--- src/rtl/ram_arbiter_pkg.sv ---
// Shared types and default sizing for the two-port RAM arbiter.
package ram_arbiter_pkg;

    // INIT: zeroing sweep in progress; RUN: arbitrating requester traffic.
    typedef enum logic {
        ST_INIT = 1'b0,
        ST_RUN  = 1'b1
    } state_t;

    localparam int DEF_ADDR_WIDTH = 4;
    localparam int DEF_DATA_WIDTH = 8;
    localparam int DEF_DEPTH      = 16;

endpackage

--- src/rtl/ram_arbiter_rr_arb2.sv ---
// Two-way round-robin arbiter: one-hot grant plus the pointer to use next.
// i_ptr names the requester that wins when both are valid.
module rr_arb2 (
    input  logic [1:0] i_valid,
    input  logic       i_ptr,
    output logic [1:0] o_grant,
    output logic       o_next_ptr
);

    // Pick a winner and hand priority to the loser; hold priority when idle.
    always_comb begin
        o_grant    = 2'b00;
        o_next_ptr = i_ptr;
        case (i_valid)
            2'b01:   o_grant = 2'b01;
            2'b10:   o_grant = 2'b10;
            2'b11:   o_grant = i_ptr ? 2'b10 : 2'b01;
            default: o_grant = 2'b00;
        endcase
        if (o_grant[0]) begin
            o_next_ptr = 1'b1;
        end else if (o_grant[1]) begin
            o_next_ptr = 1'b0;
        end
    end

endmodule

--- src/rtl/ram_arbiter.sv ---
// Arbitrates two requesters onto a single-port-pair RAM after zeroing it.
// Read data is forwarded straight from the RAM's registered output; only the
// response strobe is registered here, so it lines up with rd_data.
module ram_arbiter
    import ram_arbiter_pkg::*;
#(
    parameter int ADDR_WIDTH = DEF_ADDR_WIDTH,
    parameter int DATA_WIDTH = DEF_DATA_WIDTH,
    parameter int DEPTH      = DEF_DEPTH
) (
    input  logic                    clk,
    input  logic                    rst,
    input  logic [1:0]              req_valid,
    output logic [1:0]              req_ready,
    input  logic [1:0]              req_we,
    input  logic [2*ADDR_WIDTH-1:0] req_addr,
    input  logic [2*DATA_WIDTH-1:0] req_wdata,
    output logic [1:0]              rsp_valid,
    output logic [DATA_WIDTH-1:0]   rsp_rdata,
    output logic                    wr_enb,
    output logic [ADDR_WIDTH-1:0]   wr_addr,
    output logic [DATA_WIDTH-1:0]   wr_data,
    output logic                    rd_enb,
    output logic [ADDR_WIDTH-1:0]   rd_addr,
    input  logic [DATA_WIDTH-1:0]   rd_data,
    output logic                    init_done
);

    localparam logic [ADDR_WIDTH-1:0] SWEEP_LAST = ADDR_WIDTH'(DEPTH - 1);

    state_t                  r_state;
    logic [ADDR_WIDTH-1:0]   r_sweep;
    logic                    r_ptr;
    logic                    r_init_done;
    logic [1:0]              r_rsp_valid;

    logic [1:0]              w_arb_valid;
    logic [1:0]              w_grant;
    logic                    w_next_ptr;
    logic                    w_win;
    logic                    w_win_we;
    logic [ADDR_WIDTH-1:0]   w_win_addr;
    logic [DATA_WIDTH-1:0]   w_win_wdata;

    // Requests are invisible to the arbiter until the sweep has finished.
    assign w_arb_valid = (r_state == ST_RUN) ? req_valid : 2'b00;

    rr_arb2 u_arb (
        .i_valid    (w_arb_valid),
        .i_ptr      (r_ptr),
        .o_grant    (w_grant),
        .o_next_ptr (w_next_ptr)
    );

    assign w_win       = w_grant[1];
    assign w_win_we    = req_we[w_win];
    assign w_win_addr  = req_addr[w_win*ADDR_WIDTH +: ADDR_WIDTH];
    assign w_win_wdata = req_wdata[w_win*DATA_WIDTH +: DATA_WIDTH];

    assign req_ready = w_grant;
    assign rsp_valid = r_rsp_valid;
    assign rsp_rdata = rd_data;
    assign init_done = r_init_done;

    // Steer the RAM ports: sweep writes during INIT, winner's access in RUN.
    always_comb begin
        wr_enb  = 1'b0;
        wr_addr = w_win_addr;
        wr_data = w_win_wdata;
        rd_enb  = 1'b0;
        rd_addr = w_win_addr;
        if (r_state == ST_INIT) begin
            wr_enb  = 1'b1;
            wr_addr = r_sweep;
            wr_data = '0;
        end else if (|w_grant) begin
            if (w_win_we) begin
                wr_enb = 1'b1;
            end else begin
                rd_enb = 1'b1;
            end
        end
    end

    // Sequencer: sweep counter, priority pointer and response strobe.
    always_ff @(posedge clk or posedge rst) begin
        if (rst) begin
            r_state     <= ST_INIT;
            r_sweep     <= '0;
            r_ptr       <= 1'b0;
            r_init_done <= 1'b0;
            r_rsp_valid <= 2'b00;
        end else begin
            case (r_state)
                ST_INIT: begin
                    r_rsp_valid <= 2'b00;
                    if (r_sweep == SWEEP_LAST) begin
                        r_sweep     <= '0;
                        r_state     <= ST_RUN;
                        r_init_done <= 1'b1;
                    end else begin
                        r_sweep <= r_sweep + 1'b1;
                    end
                end
                ST_RUN: begin
                    r_ptr       <= w_next_ptr;
                    r_rsp_valid <= (|w_grant && !w_win_we) ? w_grant : 2'b00;
                end
                default: begin
                    r_state <= ST_INIT;
                end
            endcase
        end
    end

endmodule

--- config.mk ---
export PLATFORM = sky130hd
export DESIGN_NAME = ram_arbiter
export DESIGN_NICKNAME = d
export VERILOG_FILES = /design/src/rtl/ram_arbiter_pkg.sv /design/src/rtl/ram_arbiter_rr_arb2.sv /design/src/rtl/ram_arbiter.sv
export SDC_FILE = /design/constraint.sdc
export NUM_CORES = 1
export LEC_CHECK = 0
export BUFFER_PORTS_ARGS = -buffer_cell sky130_fd_sc_hd__buf_2
export CAP_MARGIN = 15
export CORE_UTILIZATION = 41
export CTS_BUF_LIST = sky130_fd_sc_hd__clkbuf_8
export DETAILED_ROUTE_END_ITERATION = 7
export PLACE_DENSITY = 0.87
export SLEW_MARGIN = 20
export SYNTH_ARGS = -nofsm -noshare
export SYNTH_HDL_FRONTEND = slang
export SYNTH_SLANG_ARGS = --single-unit
--- constraint.sdc ---
create_clock -name clk -period 2.6 [get_ports clk]
set_input_delay 0.52 -clock clk [delete_from_list [all_inputs] [get_ports clk]]
set_output_delay 0.52 -clock clk [all_outputs]
set_load 0.02 [all_outputs]
==> results of run 1 <==
## cell type report
type	instances	area, µm²
clock buffers	3	41.3
clock inverters	1	3.75
fillers	172	722
inverters	4	15.0
multi-input cells	70	428
flip-flops and latches	9	225
well taps	25	31.3
repair buffers	52	260
## placed cells by master (no fill, tap or decap), types with 2 or more instances in the layout
cell type / synthesis / layout
nand2_1: 7 / 7
clkbuf_8: 0 / 3
mux2_1: 4 / 4
o21ai_0: 13 / 13
nand3_1: 9 / 9
dfrtp_1: 9 / 9
buf_2: 4 / 52
nor2_1: 2 / 2
nor2b_1: 2 / 2
a31oi_1: 3 / 3
nand2b_1: 2 / 2
inv_1: 4 / 5
a21oi_1: 13 / 13
## worst min-delay path by stage
stage	slack, ps	cells after the start	from	endpoint
2_1_floorplan	350	1	rst	init_done$_DFFE_PP0P_
3_3_place_gp	450	1	init_done$_DFFE_PP0P_	init_done$_DFFE_PP0P_
3_5_place_dp	450	1	init_done$_DFFE_PP0P_	init_done$_DFFE_PP0P_
4_1_cts	240	2	rst	init_done$_DFFE_PP0P_
5_1_grt	260	2	rst	init_done$_DFFE_PP0P_
6_report	230	2	rst	init_done$_DFFE_PP0P_
## sequential cells by signal, indices dropped and copies added, names as in the netlist
signal and flops:
r_sweep 4, r_state 1, rsp_valid 2, init_done 1, r_ptr 1
## cells by family (layout without fill, tap and decap cells)
kind of cell / Yosys count / after routing / synth area share [%]
simple gates: 27 / 27 / 18.7
compound gates: 36 / 36 / 27.2
buf+inv: 19 / 60 / 14.4
xor+xnor: 1 / 1 / 1.15
fa+ha+maj: 1 / 1 / 1.64
mux: 5 / 5 / 7.38
flops: 9 / 9 / 29.5
## report_power, final
part	switching, µW	internal (µW)
combinational	102	65.3
clock	57.6	103
sequential	2.58	145
total	162	313
## worst max-delay path: cells and delay by family
kind	cells	cell delay, ps
AO/OA/AOI/OAI	1	130
buffers and inverters	3	630
AND/OR/NAND/NOR	1	400
## metrics by stage
step                worst slack [ps]  cell area (µm²)
finish                           397             1000
global route                     280             1000
CTS                              410             1000
detailed placement               417              960
global placement                 437              960
floorplan                        721              763
## metal layers
metal	vias up	GRT usage (%)	share of wire, %	wire [µm]
li1	422	-	-	-
met1	390	23.0	43	810
met2	52	28.7	48	912
met3	2	4.00	8.5	161
met4	0	11.5	1.0	19
met5	-	0	0	0
==> results.tsv, run 1 <==
stage	metric	value	unit
status	outcome	complete, no violations	
critical_path	Most common cell on crit path	buf_2	
critical_path	Setup crit start kind	input pin	
pwr	PD cells	473	nW/µm²
yosys	Async SR Flop Fraction	100	%
layout	# diodes	0	
clocking	Hold-fix buffers, CTS	0	
grt	Overall Global Routing Usage	18.4	%
critical_path	Reg2Reg Depth	3	
routing	drt via density	5.28	
yosys	sequential area share after synthesis	29.5	%
yosys	Mapped Area	763	µm²
sta	Fin Setup TNS	0	ps
critical_path	CP max stage delay	400	ps
critical_path	worst setup path start	req_valid[1]	
sta	Max-slew headroom	66.7	%
sta	Setup violations, final	0	
pwr	leakage power	0.000540	µW
layout	post-layout util	58.2	%
clocking	CTS Buffer Depth	2	
sta	fin crit period	2200	ps
yosys	Synthesized Nets	137	
pwr	Peak VDD IR	0.000222	V
routing	antenna-violating nets left	0	
die	die span in y	45.1	µm
grt	largest net degree at the start of global routing	17	
yosys	Main synth FF type	dfrtp_1	
routing	TritonRoute pass-1 iters	4	
critical_path	r2r endpoint	r_sweep[2]$_DFFE_PP0N_	
critical_path	Worst EP required	2080	ps
yosys	EDFF count, synth	0	
grt	vias in the first global route	643	
die	Die W	45.1	µm
yosys	Avg Synthesized Cell Area	7.79	µm²
yosys	Gate Count Post-Synth	98	
critical_path	crit path kind	input pin to output pin	
critical_path	crit end category	output pin	
routing	Vias	866	
grt	initial antenna violation count	0	
sta	Final Hold Vio Count	0	
clocking	clock-pin transition on the worst setup and hold timing paths	50	ps
sta	WHS	233	ps
die	Core Region	1730	µm²
critical_path	Setup crit end	rd_enb	
routing	Routed WL per cell	11.6	µm
critical_path	Worst Path Max Fanout	16	
routing	final WL	1.90	mm
layout	post-layout net count	179	
yosys	Synthesis Warnings	0	
die	IO Pins	69	
yosys	Yosys cell types	29	
die	Die Area	2040	µm²
clocking	Sink Count	9	
critical_path	reg2reg setup slack	1290	ps
yosys	top cell type by total area after synthesis	dfrtp_1	
pwr	total chip power	475	µW
layout	synthesis-to-finish area growth	31.6	%
yosys	top cells by area, synth	dfrtp_1, buf_4, a21oi_1, o21ai_0, nand3_1	
sta	clock skew	4.68	ps
layout	post-route insts no fill	164	
clocking	H-Tree Level Count	1	
clocking	Resized Gates After CTS	0	
grt	global-route wire length before repair	2.74	mm
critical_path	slowest CP cell	or3_1	
place	IO Port Bufs	52	
routing	DRC Markers	0	
sta	Max Freq	454	MHz
clocking	cts bufs inserted	3	
place	Cells after DPL	160	
clocking	CTS tree	done	
sta	Tcrit/Tclk final	84.7	%
job	number of max-cap violations	0	
place	GPL Wtd Cong	0.754	
layout	share of layout cells above drive strength 1	42.4	%
die	initial core utilization	44.2	%
sta	unrepaired setup endpoints after global routing	no	
clocking	post-CTS repair timing setup buffer count	0	
min_path	Hold Crit Class	input pin to asynchronous set/reset pin	
yosys	register bit total from synthesis	9	
sta	fin. max-slew vios	0	
clocking	root buf cell	clkbuf_8	
routing	number of DRC markers in iteration 0	19	
die	std cell rows	15	
sta	worst-margin pin slew	499	ps
critical_path	WP data arrival	1680	ps
critical_path	cells along the critical path	buf_2, inv_1, or3_1, a21oi_1, buf_2	
yosys	Post-synth top cells	a21oi_1, o21ai_0, buf_4, dfrtp_1, nand3_1	
yosys	Synth top area share	29.5	%
clocking	clock latency on the worst-skew pair	240	ps
critical_path	RR Startpoint	r_state$_DFF_PP0_	
place	dpl hpwl	1.43	mm
grt	gr ovfl total	0	
Power figures use the tool's default switching activity.
==> run 2, diff against run 1 <==
--- a/config.mk
+++ b/config.mk
@@ -7,10 +7,10 @@
 export LEC_CHECK = 0
 export BUFFER_PORTS_ARGS = -buffer_cell sky130_fd_sc_hd__buf_2
 export CAP_MARGIN = 15
-export CORE_UTILIZATION = 41
+export CORE_UTILIZATION = 38
 export CTS_BUF_LIST = sky130_fd_sc_hd__clkbuf_8
 export DETAILED_ROUTE_END_ITERATION = 7
-export PLACE_DENSITY = 0.87
+export PLACE_DENSITY = 0.82
 export SLEW_MARGIN = 20
 export SYNTH_ARGS = -nofsm -noshare
 export SYNTH_HDL_FRONTEND = slang
==> constraint.sdc (replaced) <==
create_clock -name clk -period 2.1 [get_ports clk]
set_input_delay 0.42 -clock clk [delete_from_list [all_inputs] [get_ports clk]]
set_output_delay 0.42 -clock clk [all_outputs]
set_load 0.02 [all_outputs]
==> run 2 against run 1 <==
- flip-flop and latch count is the same
- register-to-register slack got worse by 440 ps
- routed wire length is 2.0% higher
- cell area up 1.5%
- combinational power increased by 25%
- global-route usage grew 0.96 points
- non-clock buffer count up 2
- clock-buffer cell count unchanged
- critical endpoint is now wr_addr[2]
- largest cell class unchanged
- largest power group unchanged
- highest routed layer is now met3
==> results.tsv, run 2 (synthesis gave the netlist of run 1 again) <==
stage	metric	value	unit	change
status	outcome	complete, no violations		
layout	# diodes	0		unchanged
routing	Routed WL per cell	11.7	µm	+0.82%
die	Core Region	1800	µm²	+4.3%
sta	Final Hold Vio Count	0		unchanged
layout	most frequent cells in the layout	buf_2, o21ai_0, a21oi_1		
job	number of max-cap violations	0		unchanged
layout	post-layout net count	181		+1.1%
critical_path	reg2reg setup slack	850	ps	-440 ps
pwr	Peak VDD IR	0.000223	V	+0.38%
pwr	PD cells	572	nW/µm²	+21%
sta	fin. max-slew vios	0		unchanged
die	Die W	46.8	µm	+3.7%
sta	worst-margin pin slew	496	ps	-3.16 ps
min_path	Hold Crit Class	input pin to asynchronous set/reset pin		
sta	clock skew	1.26	ps	-3.42 ps
routing	antenna-violating nets left	0		unchanged
grt	gr ovfl total	0		unchanged
sta	Max-slew headroom	66.9	%	+0.21 points
place	dpl hpwl	1.52	mm	+6.3%
die	initial core utilization	42.4	%	-1.8 points
critical_path	crit end category	output pin		
routing	TritonRoute pass-1 iters	4		unchanged
clocking	Hold-fix buffers, CTS	0		unchanged
clocking	CTS tree	done		
sta	Tcrit/Tclk final	97.1	%	
layout	synthesis-to-finish area growth	33.6	%	
sta	Max Freq	490	MHz	
grt	initial antenna violation count	0		unchanged
die	die span in y	46.8	µm	+3.7%
place	GPL Wtd Cong	0.743		-1.5%
clocking	CTS Buffer Depth	2		unchanged
grt	vias in the first global route	781		+21%
pwr	leakage power	0.000549	µW	+1.7%
routing	number of DRC markers in iteration 0	14		-5
critical_path	crit path kind	register to output pin		
clocking	clock latency on the worst-skew pair	230	ps	about the same
grt	global-route wire length before repair	3.08	mm	+13%
clocking	post-CTS repair timing setup buffer count	0		unchanged
layout	share of layout cells above drive strength 1	43.3	%	+0.82 points
clocking	root buf cell	clkbuf_8		
routing	DRC Markers	0		unchanged
layout	post-route insts no fill	166		+1.2%
sta	fin crit period	2040	ps	
grt	Overall Global Routing Usage	19.4	%	+0.96 points
critical_path	RR Startpoint	r_state$_DFF_PP0_		
layout	Top reg by flops	r_sweep		
critical_path	Reg2Reg Depth	4		+1
routing	Vias	866		unchanged
clocking	cts bufs inserted	3		unchanged
layout	most common cell after layout, fill and taps aside	buf_2		
critical_path	Setup crit start kind	register		
clocking	Sink Count	9		unchanged
sta	Fin Setup TNS	0	ps	unchanged
die	Die Area	2190	µm²	+7.5%
routing	final WL	1.94	mm	+2.0%
routing	drt via density	5.22		-1.2%
clocking	H-Tree Level Count	1		unchanged
grt	largest net degree at the start of global routing	17		unchanged
clocking	Resized Gates After CTS	0		unchanged
critical_path	r2r endpoint	r_sweep[3]$_DFFE_PP0N_		
layout	max reg flops	4		unchanged
die	std cell rows	15		unchanged
critical_path	Worst EP required	1680	ps	-400 ps
layout	fillers	181		+5.2%
die	IO Pins	69		unchanged
place	IO Port Bufs	52		unchanged
place	Cells after DPL	162		+1.3%
sta	Setup violations, final	0		unchanged
critical_path	WP data arrival	1620	ps	-60 ps
clocking	clock-pin transition on the worst setup and hold timing paths	40	ps	about the same
critical_path	Worst Path Max Fanout	14		-2
sta	unrepaired setup endpoints after global routing	no		
[run 2: cell types whose count changed in the layout (fill, tap and decap cells not counted), sizes merged]
cell	change
buf	+2
[run 2: per-layer routing]
| layer | track usage [%] | part of all wire (%) | vias to the layer above | wire (µm) |
|---|---|---|---|---|
| li1 | - | - | 424 | - |
| met1 | 23.7 | 41 | 396 | 795 |
| met2 | 33.6 | 51 | 46 | 994 |
| met3 | 1.92 | 7.9 | 0 | 153 |
| met4 | 10.3 | 0 | 0 | 0 |
| met5 | 0 | 0 | - | 0 |
[run 2: metrics by stage]
| step | hold slack [ps] | instance area, µm² | util [%] | worst slack [ps] | total power [µW] |
|---|---|---|---|---|---|
| 6_report | 139 | 1020 | 56.6 | 60.8 | 583 |
| 4_1_cts | 149 | 1020 | 56.6 | 73.3 | 588 |
| 3_3_place_gp | 386 | 975 | 54.1 | 245 | 389 |
| 2_1_floorplan | 248 | 763 | - | 421 | 341 |
| 3_5_place_dp | 392 | 975 | 54.1 | 226 | 394 |
| 5_1_grt | 174 | 1020 | 56.6 | 9.77 | 613 |
[run 2: area by class of cell]
| type | instances | area [µm²] | share of cell area (%) |
|---|---|---|---|
| multi-input cells | 70 | 428 | 42.0 |
| repair buffers | 54 | 275 | 27.0 |
| flip-flops and latches | 9 | 225 | 22.1 |
| clock buffers | 3 | 41.3 | 4.05 |
| well taps | 25 | 31.3 | 3.07 |
| inverters | 4 | 15.0 | 1.47 |
| clock inverters | 1 | 3.75 | 0.368 |
[run 2: how the worst max path moves through the flow]
stage	to	start	slack (ps)
2_1_floorplan	rd_enb	req_valid[0]	420
5_1_grt	wr_addr[2]	r_ptr$_DFFE_PP0P_	10
3_3_place_gp	rd_addr[3]	req_valid[0]	240
3_5_place_dp	rd_enb	req_valid[1]	230
6_report	wr_addr[2]	r_ptr$_DFFE_PP0P_	60
4_1_cts	wr_addr[2]	r_ptr$_DFFE_PP0P_	70
[run 2: worst max-delay path, cell delays in order (launching register included)]
cell	delay, ps
dfrtp_1	380
nand2b_1	440
a21oi_1	140
a211o_1	280
buf_2	150
[run 2: power breakdown]
part	internal (µW)	switching, µW	total [µW]
Combinational	82.2	126	208
Clock	127	64.9	192
Sequential	179	3.35	183
==> run 3, diff against run 2 <==
--- a/config.mk
+++ b/config.mk
@@ -11,6 +11,7 @@
 export CTS_BUF_LIST = sky130_fd_sc_hd__clkbuf_8
 export DETAILED_ROUTE_END_ITERATION = 7
 export PLACE_DENSITY = 0.82
+export SETUP_SLACK_MARGIN = 0.2
 export SLEW_MARGIN = 20
 export SYNTH_ARGS = -nofsm -noshare
 export SYNTH_HDL_FRONTEND = slang
==> run 3 against run 2 <==
- cell count is 3.0% higher
- first-iteration DRC count is 71% higher
- clock skew hardly changed
- critical endpoint is now rd_addr[2]
- largest cell class unchanged
- highest routed layer is now met4
- register-to-register slack hardly changed
==> results.tsv, run 3 (synthesis gave the netlist of run 1 again) <==
stage	metric	value	unit	change
grt	Overall Global Routing Usage	21.3	%	+1.9 points
die	IO Pins	69		unchanged
critical_path	Setup crit start kind	register		
die	std cell rows	15		unchanged
routing	final WL	2.23	mm	+15%
critical_path	RR Startpoint	r_state$_DFF_PP0_		
layout	max reg flops	4		unchanged
pwr	sequential share of power	29.1	%	-2.2 points
grt	gr ovfl total	0		unchanged
die	Core Region	1800	µm²	unchanged
critical_path	Reg2Reg Depth	4		unchanged
critical_path	Worst Path Max Fanout	6		-8
layout	Top reg by flops	r_sweep		
grt	vias in the first global route	839		+7.4%
critical_path	WP data arrival	1530	ps	-90 ps
routing	antenna-violating nets left	0		unchanged
routing	TritonRoute pass-1 iters	4		unchanged
clocking	clock latency on the worst-skew pair	230	ps	about the same
critical_path	Worst EP required	1680	ps	about the same
grt	initial antenna violation count	0		unchanged
layout	synthesis-to-finish area growth	47.9	%	
pwr	leakage power	0.000599	µW	+9.2%
routing	DRC Markers	0		unchanged
clocking	cts bufs inserted	3		unchanged
sta	Max-slew headroom	67.2	%	+0.29 points
clocking	H-Tree Level Count	1		unchanged
sta	fin. max-slew vios	0		unchanged
die	initial core utilization	42.4	%	unchanged
critical_path	crit end category	output pin		
grt	largest net degree at the start of global routing	17		unchanged
routing	Vias	904		+4.4%
routing	Routed WL per cell	13.0	µm	+11%
sta	Max Freq	512	MHz	+4.4%
pwr	Cell Int Power	421	µW	+8.4%
pwr	NetSw	210	µW	+7.8%
clocking	root buf cell	clkbuf_8		
pwr	Sw Share	33.2	%	-0.12 points
job	number of max-cap violations	0		unchanged
sta	Fin Setup TNS	0	ps	unchanged
sta	worst-margin pin slew	491	ps	-4.90 ps
place	IO Port Bufs	52		unchanged
sta	Setup violations, final	0		unchanged
clocking	clock-pin transition on the worst setup and hold timing paths	40	ps	about the same
critical_path	crit path kind	register to output pin		
pwr	Clk pwr share	30.6	%	-2.3 points
clocking	CTS tree	done		
sta	Final Hold Vio Count	0		unchanged
grt	global-route wire length before repair	3.34	mm	+8.3%
routing	drt via density	5.29		+1.3%
place	GPL Wtd Cong	0.743		unchanged
pwr	Peak VDD IR	0.000249	V	+12%
sta	WHS	140	ps	+0.769 ps
critical_path	Setup crit end	rd_addr[2]		
layout	# diodes	0		unchanged
routing	number of DRC markers in iteration 0	24		+10
min_path	Hold Crit Class	input pin to asynchronous set/reset pin		
die	Die W	46.8	µm	unchanged
layout	most common cell after layout, fill and taps aside	buf_2		
critical_path	r2r endpoint	r_sweep[3]$_DFFE_PP0N_		
die	die span in y	46.8	µm	unchanged
pwr	PD cells	559	nW/µm²	-2.2%
status	outcome	complete, no violations		
critical_path	reg2reg setup slack	860	ps	about the same
sta	fin crit period	1950	ps	-85.1 ps
die	Die Area	2190	µm²	unchanged
clocking	Sink Count	9		unchanged
clocking	CTS Buffer Depth	2		unchanged
layout	share of layout cells above drive strength 1	50.0	%	+6.7 points
pwr	Gate power share	40.4	%	+4.6 points
sta	Tcrit/Tclk final	93.1	%	-4.1 points
layout	most frequent cells in the layout	buf_2, a21oi_1, o21ai_0		
place	dpl hpwl	1.52	mm	unchanged
sta	clock skew	1.37	ps	+0.110 ps
layout	post-layout net count	186		+2.8%
sta	unrepaired setup endpoints after global routing	yes		
critical_path	worst setup path start	r_ptr$_DFFE_PP0P_		
run 3: what timing repair did:
item                                    in CTS  in global routing
endpoints found under the setup margin      16                 13
hold buffers                                 0                  0
pin swaps                                    1                  4
buffers inserted                             2                  2
gates cloned                                 1                  0
gates resized for setup                     14                 11
hold endpoints to repair                     0                  0
run 3: layer usage:
layer  track usage [%]  routed length [µm]
met1              24.2                 858
met2              37.2                1160
met3              3.85                 193
met4              12.6                  17
met5                 0                   0
run 3: layout make-up:
cell class	count	area [µm²]
clock inverters	1	3.75
fillers	159	673
clock buffers	3	41.3
inverters	4	18.8
well taps	25	31.3
flip-flops and latches	9	225
repair buffers	58	348
multi-input cells	71	460
run 3: metrics by stage:
stage	util [%]	power (µW)	setup WS, ps	std cells	cell area [µm²]
2_1_floorplan	-	341	421	98	763
6_report	62.6	631	146	171	1130
4_1_cts	60.3	617	161	169	1090
3_5_place_dp	54.1	394	226	162	975
3_3_place_gp	54.1	389	245	162	975
5_1_grt	62.6	660	104	171	1130
run 3: how the worst min path moves through the flow:
stage,cells after the start,end,start
final,2,r_sweep[1]$_DFFE_PP0N_,rst
after global routing,2,r_sweep[1]$_DFFE_PP0N_,rst
after CTS,2,init_done$_DFFE_PP0P_,rst
after detailed placement,2,rsp_valid[1]$_DFF_PP0_,rst
after global placement,2,rsp_valid[1]$_DFF_PP0_,rst
after floorplan,1,init_done$_DFFE_PP0P_,rst
run 3: critical path, cell delays in order, from the launching register on:
cell     delay, ps
dfrtp_1        400
and2b_4        240
nor2_4         190
mux2_4         330
buf_6          130
run 3: power groups by stage:
stage | Sequential [µW] | Combinational, µW | Clock (µW)
2_1_floorplan | 187 | 154 | 0
3_3_place_gp | 185 | 205 | 0
3_5_place_dp | 185 | 209 | 0
4_1_cts | 183 | 238 | 196
5_1_grt | 183 | 273 | 204
6_report | 183 | 255 | 193
